## src/rtl/gng_pkg.sv

```systemverilog
// Shared constants, stage types and the output saturation helper for the
// noise-add datapath that follows the Gaussian noise generator.
package gng_pkg;

    // Sample widths
    localparam int NOISE_W    = 16;
    localparam int SIG_W      = 16;
    localparam int SIGMA_W    = 16;

    // Fractional bits: noise s<16,11>, signal s<16,14>, sigma u<16,15>
    localparam int NOISE_FRAC = 11;
    localparam int SIG_FRAC   = 14;
    localparam int SIGMA_FRAC = 15;

    // noise*sigma carries 26 fractional bits; the signal carries 14
    localparam int SHIFT      = NOISE_FRAC + SIGMA_FRAC - SIG_FRAC;

    // Datapath widths: product s<33,26>, scaled noise s<21,14>, sum s<22,14>
    localparam int PROD_W     = NOISE_W + SIGMA_W + 1;
    localparam int SCL_W      = PROD_W - SHIFT;
    localparam int SUM_W      = SCL_W + 1;

    // Pipeline depth from accept to m_valid
    localparam int STAGES     = 3;

    // Saturation limits of the s<16,14> output, held at sum width
    localparam logic signed [SUM_W-1:0] SAT_MAX = SUM_W'((1 << (SIG_W - 1)) - 1);
    localparam logic signed [SUM_W-1:0] SAT_MIN = -SAT_MAX - SUM_W'(1);

    // Stage-1 register: scaled product paired with its signal sample
    typedef struct packed {
        logic signed [PROD_W-1:0] prod;
        logic signed [SIG_W-1:0]  sig;
    } st1_t;

    // Clamp a sum-width value into the output range
    function automatic logic [SIG_W-1:0] sat_sig(input logic signed [SUM_W-1:0] v);
        logic signed [SUM_W-1:0] c;
        c = v;
        if (v > SAT_MAX)
            c = SAT_MAX;
        else if (v < SAT_MIN)
            c = SAT_MIN;
        return c[SIG_W-1:0];
    endfunction

endpackage

```

## src/rtl/gng_noise_fifo.sv

```systemverilog
// Noise sample FIFO. Register-based storage, head read straight from the
// storage registers, no fall-through. A push while full is taken only when a
// pop frees the head slot in the same cycle; otherwise it is dropped and
// ovf_pulse fires for that cycle.
module gng_noise_fifo #(
    parameter  int DEPTH = 8,
    parameter  int W     = 16,
    localparam int AW    = $clog2(DEPTH)
) (
    input  logic          clk,
    input  logic          rstn,
    input  logic          push,
    input  logic [W-1:0]  wdata,
    input  logic          pop,
    output logic [W-1:0]  rdata,
    output logic          empty,
    output logic [AW:0]   level,
    output logic          ovf_pulse
);

    logic [W-1:0]  mem [DEPTH];
    logic [AW-1:0] wr_ptr;
    logic [AW-1:0] rd_ptr;
    logic          full;
    logic          push_ok;
    logic          pop_ok;

    assign full      = (level == (AW+1)'(DEPTH));
    assign empty     = (level == '0);
    assign pop_ok    = pop && !empty;
    assign push_ok   = push && (!full || pop_ok);
    assign ovf_pulse = push && full && !pop_ok;
    assign rdata     = mem[rd_ptr];

    // Storage write; contents need no reset since level gates visibility
    always_ff @(posedge clk) begin
        if (push_ok)
            mem[wr_ptr] <= wdata;
    end

    // Pointers and fill count
    always_ff @(posedge clk) begin
        if (!rstn) begin
            wr_ptr <= '0;
            rd_ptr <= '0;
            level  <= '0;
        end else begin
            if (push_ok)
                wr_ptr <= wr_ptr + AW'(1);
            if (pop_ok)
                rd_ptr <= rd_ptr + AW'(1);
            case ({push_ok, pop_ok})
                2'b10:   level <= level + (AW+1)'(1);
                2'b01:   level <= level - (AW+1)'(1);
                default: level <= level;
            endcase
        end
    end

endmodule

```

## src/rtl/gng_awgn_add.sv

```systemverilog
// Adds sigma-scaled Gaussian noise to a signal stream. Noise is buffered in a
// FIFO and paired in order with each accepted signal sample, then scaled,
// rounded, summed and saturated over three stages. A single enable freezes
// the whole pipeline whenever the output is held by the consumer.
module gng_awgn_add
    import gng_pkg::*;
#(
    parameter  int FIFO_DEPTH = 8,
    localparam int LW         = $clog2(FIFO_DEPTH) + 1
) (
    input  logic               clk,
    input  logic               rstn,
    input  logic               noise_valid,
    input  logic [NOISE_W-1:0] noise_data,
    input  logic [SIGMA_W-1:0] sigma,
    input  logic               s_valid,
    output logic               s_ready,
    input  logic [SIG_W-1:0]   s_data,
    output logic               m_valid,
    input  logic               m_ready,
    output logic [SIG_W-1:0]   m_data,
    output logic [LW-1:0]      noise_level,
    output logic               noise_ovf,
    input  logic               noise_clr
);

    logic [NOISE_W-1:0]       fifo_rdata;
    logic                     fifo_empty;
    logic                     ovf_pulse;
    logic                     en;
    logic                     accept;
    logic [STAGES:1]          vld_pipe;

    st1_t                     st1;
    logic signed [PROD_W-1:0] prod_c;
    logic signed [PROD_W-1:0] rnd_c;
    logic signed [SCL_W-1:0]  scl_c;
    logic signed [SUM_W-1:0]  sum_c;
    logic signed [SUM_W-1:0]  sum_q;

    gng_noise_fifo #(
        .DEPTH (FIFO_DEPTH),
        .W     (NOISE_W)
    ) u_fifo (
        .clk       (clk),
        .rstn      (rstn),
        .push      (noise_valid),
        .wdata     (noise_data),
        .pop       (accept),
        .rdata     (fifo_rdata),
        .empty     (fifo_empty),
        .level     (noise_level),
        .ovf_pulse (ovf_pulse)
    );

    // Handshake: a held output freezes everything upstream
    assign en      = !(m_valid && !m_ready);
    assign s_ready = en && !fifo_empty;
    assign accept  = s_valid && s_ready;
    assign m_valid = vld_pipe[STAGES];

    // Zero-extend sigma so the multiply stays signed with unsigned scale
    assign prod_c = $signed(fifo_rdata) * $signed({1'b0, sigma});

    // Round half up, then drop the extra fractional bits arithmetically
    assign rnd_c  = st1.prod + PROD_W'(1 << (SHIFT - 1));
    assign scl_c  = rnd_c[PROD_W-1:SHIFT];
    assign sum_c  = {{(SUM_W-SIG_W){st1.sig[SIG_W-1]}}, st1.sig}
                  + {{(SUM_W-SCL_W){scl_c[SCL_W-1]}}, scl_c};

    // Stage valid bits shift only while the pipeline is enabled
    always_ff @(posedge clk) begin
        if (!rstn)
            vld_pipe <= '0;
        else if (en)
            vld_pipe <= {vld_pipe[STAGES-1:1], accept};
    end

    // Stage 1: capture product and signal at accept
    always_ff @(posedge clk) begin
        if (en && accept) begin
            st1.prod <= prod_c;
            st1.sig  <= $signed(s_data);
        end
    end

    // Stage 2: rounded noise plus signal at full width
    always_ff @(posedge clk) begin
        if (en && vld_pipe[1])
            sum_q <= sum_c;
    end

    // Stage 3: saturated output register, held during a stall
    always_ff @(posedge clk) begin
        if (!rstn)
            m_data <= '0;
        else if (en && vld_pipe[2])
            m_data <= sat_sig(sum_q);
    end

    // Sticky drop flag; a drop in the clear cycle keeps it set
    always_ff @(posedge clk) begin
        if (!rstn)
            noise_ovf <= 1'b0;
        else if (ovf_pulse)
            noise_ovf <= 1'b1;
        else if (noise_clr)
            noise_ovf <= 1'b0;
    end

endmodule

```

## config.mk

```make
export PLATFORM = sky130hd
export DESIGN_NAME = gng_awgn_add
export DESIGN_NICKNAME = d
export VERILOG_FILES = /design/src/rtl/gng_pkg.sv /design/src/rtl/gng_noise_fifo.sv /design/src/rtl/gng_awgn_add.sv
export SDC_FILE = /design/constraint.sdc
export NUM_CORES = 1
export LEC_CHECK = 0
export ABC_AREA = 1
export CORE_MARGIN = 1.5
export CORE_UTILIZATION = 50
export DETAILED_ROUTE_END_ITERATION = 10
export PLACE_DENSITY = 0.68
export SYNTH_ARGS = -nofsm -noshare
export SYNTH_HDL_FRONTEND = slang
export SYNTH_SLANG_ARGS = --single-unit
```

## constraint.sdc

```tcl
create_clock -name clk -period 10.59 [get_ports clk]
set_clock_uncertainty 0.05 [all_clocks]
set_input_delay 2.118 -clock clk [delete_from_list [all_inputs] [get_ports clk]]
set_output_delay 2.118 -clock clk [all_outputs]
set_load 0.02 [all_outputs]
```

; After elaboration in Yosys (flattened, before gate mapping)
; Memory sizes are Yosys's and may differ from the RTL's. A register that Yosys moved wholly into a read port is not among the register bits.
; Cells that the tools add are included.
[totals]
register_bits = 101
latch_bits = 0
mem_bits_rw = 128
rom_bits = 0
in_bits = 54
mem_count = 1
[mem_list]
columns = memory, words, width, rd, rd_ports_with_merged_regs, write_ports, line
row1 = u_fifo.mem, 8, 16, 1, 1, 1, gng_noise_fifo.sv:21  ; logic [W-1:0] mem [DEPTH];
[op_classes]
addsub = 6
n_mul = 1
div = 0
order_cmp = 2
n_eq_ne = 3
shifts = 0
muxes = 9
bitwise_logic = 0
n_reduce_logical = 19
[ops]
columns = operator, n
row1 = "33-bit by 13-bit adder with 33-bit output, second input constant", 1
row2 = 16-bit by 17-bit multiplier with 33-bit output, 1
row3 = 16-bit 2-to-1 mux, 2
row4 = 16-bit by 21-bit adder with 22-bit output, 1
row5 = "22-bit by 16-bit greater-than comparator with 1-bit output, second input constant", 1
row6 = "22-bit by 16-bit less-than comparator with 1-bit output, second input constant", 1
row7 = 1-bit logical AND, 10
row8 = 4-bit one-hot mux with 2 select lines, 1
row9 = "3-bit by 1-bit adder with 3-bit output, second input constant", 2
row10 = 3-bit 2-to-1 mux, 2
row11 = 1-bit logical NOT, 5
row12 = "4-bit by 1-bit adder with 4-bit output, second input constant", 1
row13 = "4-bit equality test, second input constant", 1
row14 = 4-bit logical NOT, 1
row15 = 1-bit 2-to-1 mux, 4
row16 = 2-bit nonzero test, 2
row17 = "4-bit by 1-bit subtractor with 4-bit output, second input constant", 1
row18 = "2-bit by 1-bit equality test with 1-bit output, second input constant", 1
row19 = "2-bit equality test, second input constant", 1
row20 = 1-bit logical OR, 1

; Longest topological paths before layout
[logic_depth]
depth_word = 10
ltp_mapped = 31
ltp_nobuf = 29

; By module
; A second synthesis with hierarchy kept.
[unflattened]
cells_unflattened = 2231
area_unflattened_um2 = 19279.7
[by_module_without_submodules]
columns = module, instances, cells_each, area_each_um2, seq_area_each_um2
row1 = gng_awgn_add, 1, 1765, 13588.0, 2202.1
row2 = gng_noise_fifo, 1, 466, 5691.7, 4103.9

; Least setup slack after synthesis
; No wires, ideal clock.
[synth_timing]
path_type = input port to flip-flop
startpoint = input sigma[8]
endpoint = register st1[43] (netlist name) (data pin)
arrival_ns = 6.866
path_slack_ns = 3.422
path_stages = 22
cell_sequence = buf_1 inv_1 nor2_1 fa_1 inv_1 fa_1 fa_1 inv_1 fa_1 fa_1 inv_1 fa_1 inv_1 ha_1 a21oi_1 o21ai_0 a21oi_1 o21ai_0 a21oi_1 nand2_1 nand2_1 nand2_1
[synth_between]
elab_chain_len = 1
[synth_rtl]
columns = item, line
row1 = "start, declared", gng_awgn_add.sv:15  ; input logic [SIGMA_W-1:0] sigma,
row2 = 16-bit by 17-bit multiplier with 33-bit output, gng_awgn_add.sv:63  ; assign prod_c = $signed(fifo_rdata) * $signed({1'b0, sigma});
row3 = named net prod_c[27], gng_awgn_add.sv:35  ; logic signed [PROD_W-1:0] prod_c;
row4 = "end, declared", gng_awgn_add.sv:34  ; st1_t st1;
; The timed path passes the listed nets, and every way through them passes these cells.
; A chain may end at the register's enable or synchronous reset.

; Worst setup path in the final report
; Ends and elaborated chain as after synthesis.

==> out/results.tsv <==
metric	value	unit
Total Routing Usage GR	24.35	%
Routed Wire Length	44.88	mm
proportion of layout cells with a drive suffix above 1	4.327	%
full die area	38020	um^2
DRC viols	0	
worst path cell trace	clkdlybuf4s50_1 -> inv_1 -> nor2_1 -> fa_1 -> inv_1 -> fa_1 -> fa_1 -> inv_1 -> fa_1 -> fa_1 -> inv_1 -> fa_1 -> inv_1 -> ha_1 -> a21oi_1 -> o21ai_0 -> a21oi_1 -> o21ai_0 -> a21oi_1 -> nand2_1 -> nand2_1 -> nand2_1	
clock latency on the worst-skew pair	0.53	ns
setup TNS	0	ns
antenna violations before repair	0	
worst-path maximum fanout	10	
fillcell total	3220	
initial drt markers	947	
CP Class	in -> reg	
CTS sink cnt	221	
gpl congestion	0.9188	
Tmin final	7.883	ns
Via Count	13490	
Syn-to-layout area delta	10.98	%
grt met1 use	32.54	%
Hold Crit Class	reg -> reg	
Starting Density	50.58	%
Startpoint Class	primary input	
root buf cell	clkbuf_16	
Core ar.	36430	um^2
#FFs+latches synth	221	
Post-synth top flop	edfxtp_1	
CTS tree	done	
Register Area	6307	um^2
ys async rst share	0	%
die span in x	195.0	um
io pins	77	
IO Port Bufs	76	
remaining antenna violation count	0	
number of synthesized flops with an enable pin	188	
TritonRoute pass-1 iters	5	
Buf+Inv Stages, Crit Path	6	
GR Layer Usage met2	40.61	%
post-synthesis cell area	18430	um^2
crit-path max cell delay	0.67	ns
commonest non-fill, non-tap cell in the layout	inv_1	
area of the multi-input gates	10430	um^2
Slew @ Worst Pin	1.082	ns
most used cell along the critical path	fa_1	
Rows	70	
Hold Buf Count CTS	0	
unrepaired setup endpoints after global routing	false	
Fmax	126.9	MHz
Critical Path Sink Type	flop	
most frequent cells in the layout	370 x inv_1, 330 x nand2_1, 248 x nor2_1	
Worst Path Arrival	8.11	ns
WL/cell	17.77	um
Place WS	2.152	ns
Final Max Tran Viols	0	
Max clock buf depth	3	
Die Y	195.0	um
Yosys warning total	0	
status	finished clean	
syn_nets	2374	
Overflow after GRT	0	
fin crit share	74.44	%
HPWL after DPL	34.49	mm
reg2reg setup slack	2.72	ns
setup repair bufs after CTS	0	
Clock transition at path regs	0.05	ns
crit-path leading delay family	adder cells	
Final WS setup	2.707	ns
Rel. slew slack	27.88	%
nets	2433	
Unique masters post-synth	48	
Mapped Cells	1979	
Worst EP required	10.82	ns
Post-CTS Resized	0	
max cap viols	0	
slowest CP cell	clkdlybuf4s50_1	
vias in the first global route	14110	
grt met3 use	3.765	%
total CTS buffers	25	
Area contributors post-synth	edfxtp_1 31%, fa_1 21%, ha_1 9.9%, inv_1 7.5%, nand2_1 6.7%	
Synth Area per Inst	9.313	um^2
H-tree depth	1	
Ant. Diodes	0	
mean number of vias per cell	5.342	
area fraction of the dominant cell type after synthesis	30.63	%
final hold violation count	0	
Top Usage Layer GRT	met2	
Yosys top cell by area	edfxtp_1	
largest net degree at the start of global routing	66	
first-pass GRT wire length	72.90	mm
sequential share of the synthesized area	34.22	%
Setup Viol. Count Final	0	
==> path summary, 6_finish.rpt <==
check,end,depth (start not counted),start
min,u_fifo.rd_ptr[2],1,u_fifo.rd_ptr[2]
max,st1[43],22,sigma[8]
max reg2reg,st1[45],24,flop
min reg2reg,u_fifo.rd_ptr[2],1,u_fifo.rd_ptr[2]
==> cells in the mapped netlist (2+ instances only) <==
| cell type | n |
|---|---|
| a211oi_1 | 2 |
| a21boi_0 | 3 |
| a21o_1 | 5 |
| a21oi_1 | 92 |
| a31oi_1 | 6 |
| and3_1 | 2 |
| buf_1 | 9 |
| buf_2 | 23 |
| buf_4 | 3 |
| clkbuf_1 | 17 |
| clkbuf_2 | 2 |
| clkinv_1 | 2 |
| dfxtp_1 | 33 |
| edfxtp_1 | 188 |
| fa_1 | 195 |
| ha_1 | 146 |
| inv_1 | 370 |
| inv_2 | 11 |
| nand2_1 | 330 |
| nand2_2 | 9 |
| nand2_4 | 2 |
| nand3_1 | 37 |
| nand3_2 | 6 |
| nand3b_1 | 2 |
| nand4_1 | 7 |
| nor2_1 | 248 |
| nor2_2 | 3 |
| nor3_1 | 12 |
| nor3_2 | 2 |
| nor4_1 | 3 |
| o21a_1 | 3 |
| o21ai_0 | 104 |
| o21ai_1 | 4 |
| o21ai_2 | 2 |
| o21bai_1 | 3 |
| o221ai_1 | 28 |
| xnor2_1 | 21 |
| xor2_1 | 34 |
==> area by class of cell <==
type / count / share of cell area, %
Clock buffer: 34 / 3.523
Tap cell: 468 / 2.863
Clock inverter: 12 / 0.6362
Inverter: 383 / 7.028
Sequential cell: 221 / 30.84
Multi-Input combinational cell: 1320 / 50.99
Timing Repair Buffer: 87 / 4.123
==> through the flow <==
stage	hold slack [ns]	cell area, um^2	std cells	util, %
6_report	0.4039	20450	2525	56.14
5_1_grt	0.4249	20450	2525	56.14
4_1_cts	0.4091	20450	2525	56.14
3_5_place_dp	0.3869	19600	2479	53.80
3_3_place_gp	0.3731	19600	2479	53.80
2_1_floorplan	0.3615	18430	1979	-
==> flip-flops by register name (all words and copies together) (netlist names), named ones only <==
register	cells
m_data	16
noise_ovf	1
st1	38
sum_q	22
u_fifo.level	4
u_fifo.mem	128
u_fifo.rd_ptr	3
u_fifo.wr_ptr	3
vld_pipe	3
==> per-layer routing <==
metal | routed length (um) | share of wire, %
met4 | 1403 | 3.1
met2 | 20960 | 47
met1 | 19560 | 44
met5 | 0 | 0
met3 | 2958 | 6.6
==> cells by family after synthesis <==
group	after synthesis	share of synthesized area, %
adder cells (fa/ha/maj)	341	31.09
buffers and inverters	438	9.192
AO/OA/AOI/OAI	257	7.936
AND/OR/NAND/NOR	667	14.95
XOR/XNOR	55	2.614
flip-flops	221	34.22
Power is left out: the tool's default activity adds up to more than one toggle a clock period on the data nets, which glitch-free logic cannot reach.
==> RTL edit (config.mk and constraints unchanged) <==
Set the parameter `FIFO_DEPTH` to 16 (it was 8).
--- a/src/rtl/gng_awgn_add.sv
+++ b/src/rtl/gng_awgn_add.sv
@@ -7,3 +7,3 @@
 #(
-    parameter  int FIFO_DEPTH = 8,
+    parameter  int FIFO_DEPTH = 16,
     localparam int LW         = $clog2(FIFO_DEPTH) + 1
Interface: changed (resized noise_level); port bits go from 77 to 78. No check against the original RTL was run, so the function may have changed too.
==> RTL edit against the original RTL <==
Final cell count up 21%; routed wire length up 34%; area after synthesis grew 27%; non-clock buffer count is 13 higher; cell area grew 28%; worst setup slack got worse by 0.64 ns; sequential cell count up 132; count of clock-buffer cells in the layout rose by 14; register-to-register slack lost 0.65 ns.
Power is left out: the tool's default activity adds up to more than one toggle a clock period on the data nets, which glitch-free logic cannot reach.
==> RTL edit: results (changes against the original RTL) <==
metric	value	unit	change
status	finished clean		
cts.htree.levels	2		+1
nets	2820		+16%
grt_pass1_wl	93600	um	+28%
cp_slowest_cell	clkinv_2		
grt_max_degree	72		+9.1%
antenna_found_initial	1		+1
ys_seq_area_share	43.5	%	+9.3 points
numPlacedInstances	2988		+21%
critPathArrivalTime	8.79	ns	+0.68 ns
setup_ws	2.07	ns	-0.636 ns
drive_gt1_share	5.14	%	+0.82 points
io_buffers	77		+1.3%
slew-limit-headroom	36.8	%	+8.9 points
critPathMaxStageDelay	0.81	ns	+0.14 ns
gp_congestion	0.960		+4.5%
vias_per_cell	5.55		+3.8%
yosys.cell_types.count	43		-10%
dpl_cell_area	24900	um^2	+27%
netlist_top_cells_count	inv_1, nand2_1, nor2_1		
numCtsBuffers	38		+52%
crit_fanout	70		+60
final_cells	3058		+21%
synth_edf_count	316		+68%
reg2regPathDepth	27		+13%
dp_hpwl	42300	um	+23%
clkLatencyLatePin	0.59	ns	+0.06 ns
yosys-top-cells-area	edfxtp_1, fa_1, ha_1, inv_1, nand2_1		
reg_top3	u_fifo.mem x256, st1 x38, sum_q x22		
initialDrtViolationCount	1403		+48%
place_ws	2.03	ns	-0.125 ns
synth_cells	2357		+19%
## RTL edit: cell count changes after synthesis, moves of 12 or more
cell | unedited run | this run
edfxtp_1 | 188 | 316
nor2_1 | 248 | 330
o21ai_0 | 104 | 160
nand3_1 | 37 | 71
clkbuf_1 | 17 | 34
o211ai_1 | 1 | 18
o22ai_1 | 0 | 15
o221ai_1 | 28 | 41
inv_1 | 370 | 358
## RTL edit: worst paths after layout
check                                startpoint           endpoint
setup / recovery                       register  st1[47]$_DFFE_PP_
hold / removal    u_fifo.rd_ptr[2]$_SDFFE_PN0P_           register
setup reg to reg                       register  st1[47]$_DFFE_PP_
hold reg to reg   u_fifo.rd_ptr[2]$_SDFFE_PN0P_           register
## RTL edit: final cells by class
cell class	count	area, um^2
Fill cell	4049	20400
Multi-Input combinational cell	1544	11500
Sequential cell	353	10200
Inverter	384	1440
Clock buffer	48	988
Timing Repair Buffer	100	943
Tap cell	607	759
Clock inverter	21	199
Antenna cell	1	2.50
## RTL edit: cell families (layout without fill, tap and decap cells)
| family | Yosys count | after routing | share of synthesized area (%) |
|---|---|---|---|
| AO/OA/AOI/OAI | 365 | 365 | 8.95 |
| flip-flops | 353 | 353 | 43.5 |
| other | 0 | 1 | 0 |
| buffers and inverters | 460 | 553 | 7.60 |
| adder cells (fa/ha/maj) | 345 | 345 | 24.6 |
| AND/OR/NAND/NOR | 781 | 781 | 13.3 |
| XOR/XNOR | 53 | 53 | 1.98 |
## RTL edit: per-layer routing
metal  track usage (%)  up-vias  wire length (um)
met4              8.80        0              1790
li1                  -     7885                 -
met3              3.84      112              4540
met5                 0        -                 0
met1              36.3     8309             26500
met2              40.2      653             27500
## RTL edit: per-stage QoR
| step | hold WS (ns) | util [%] |
|---|---|---|
| 4_1_cts | 0.411 | 56.2 |
| 5_1_grt | 0.432 | 56.2 |
| 2_1_floorplan | 0.385 | - |
| 3_3_place_gp | 0.401 | 53.6 |
| 6_report | 0.408 | 56.2 |
| 3_5_place_dp | 0.403 | 53.6 |
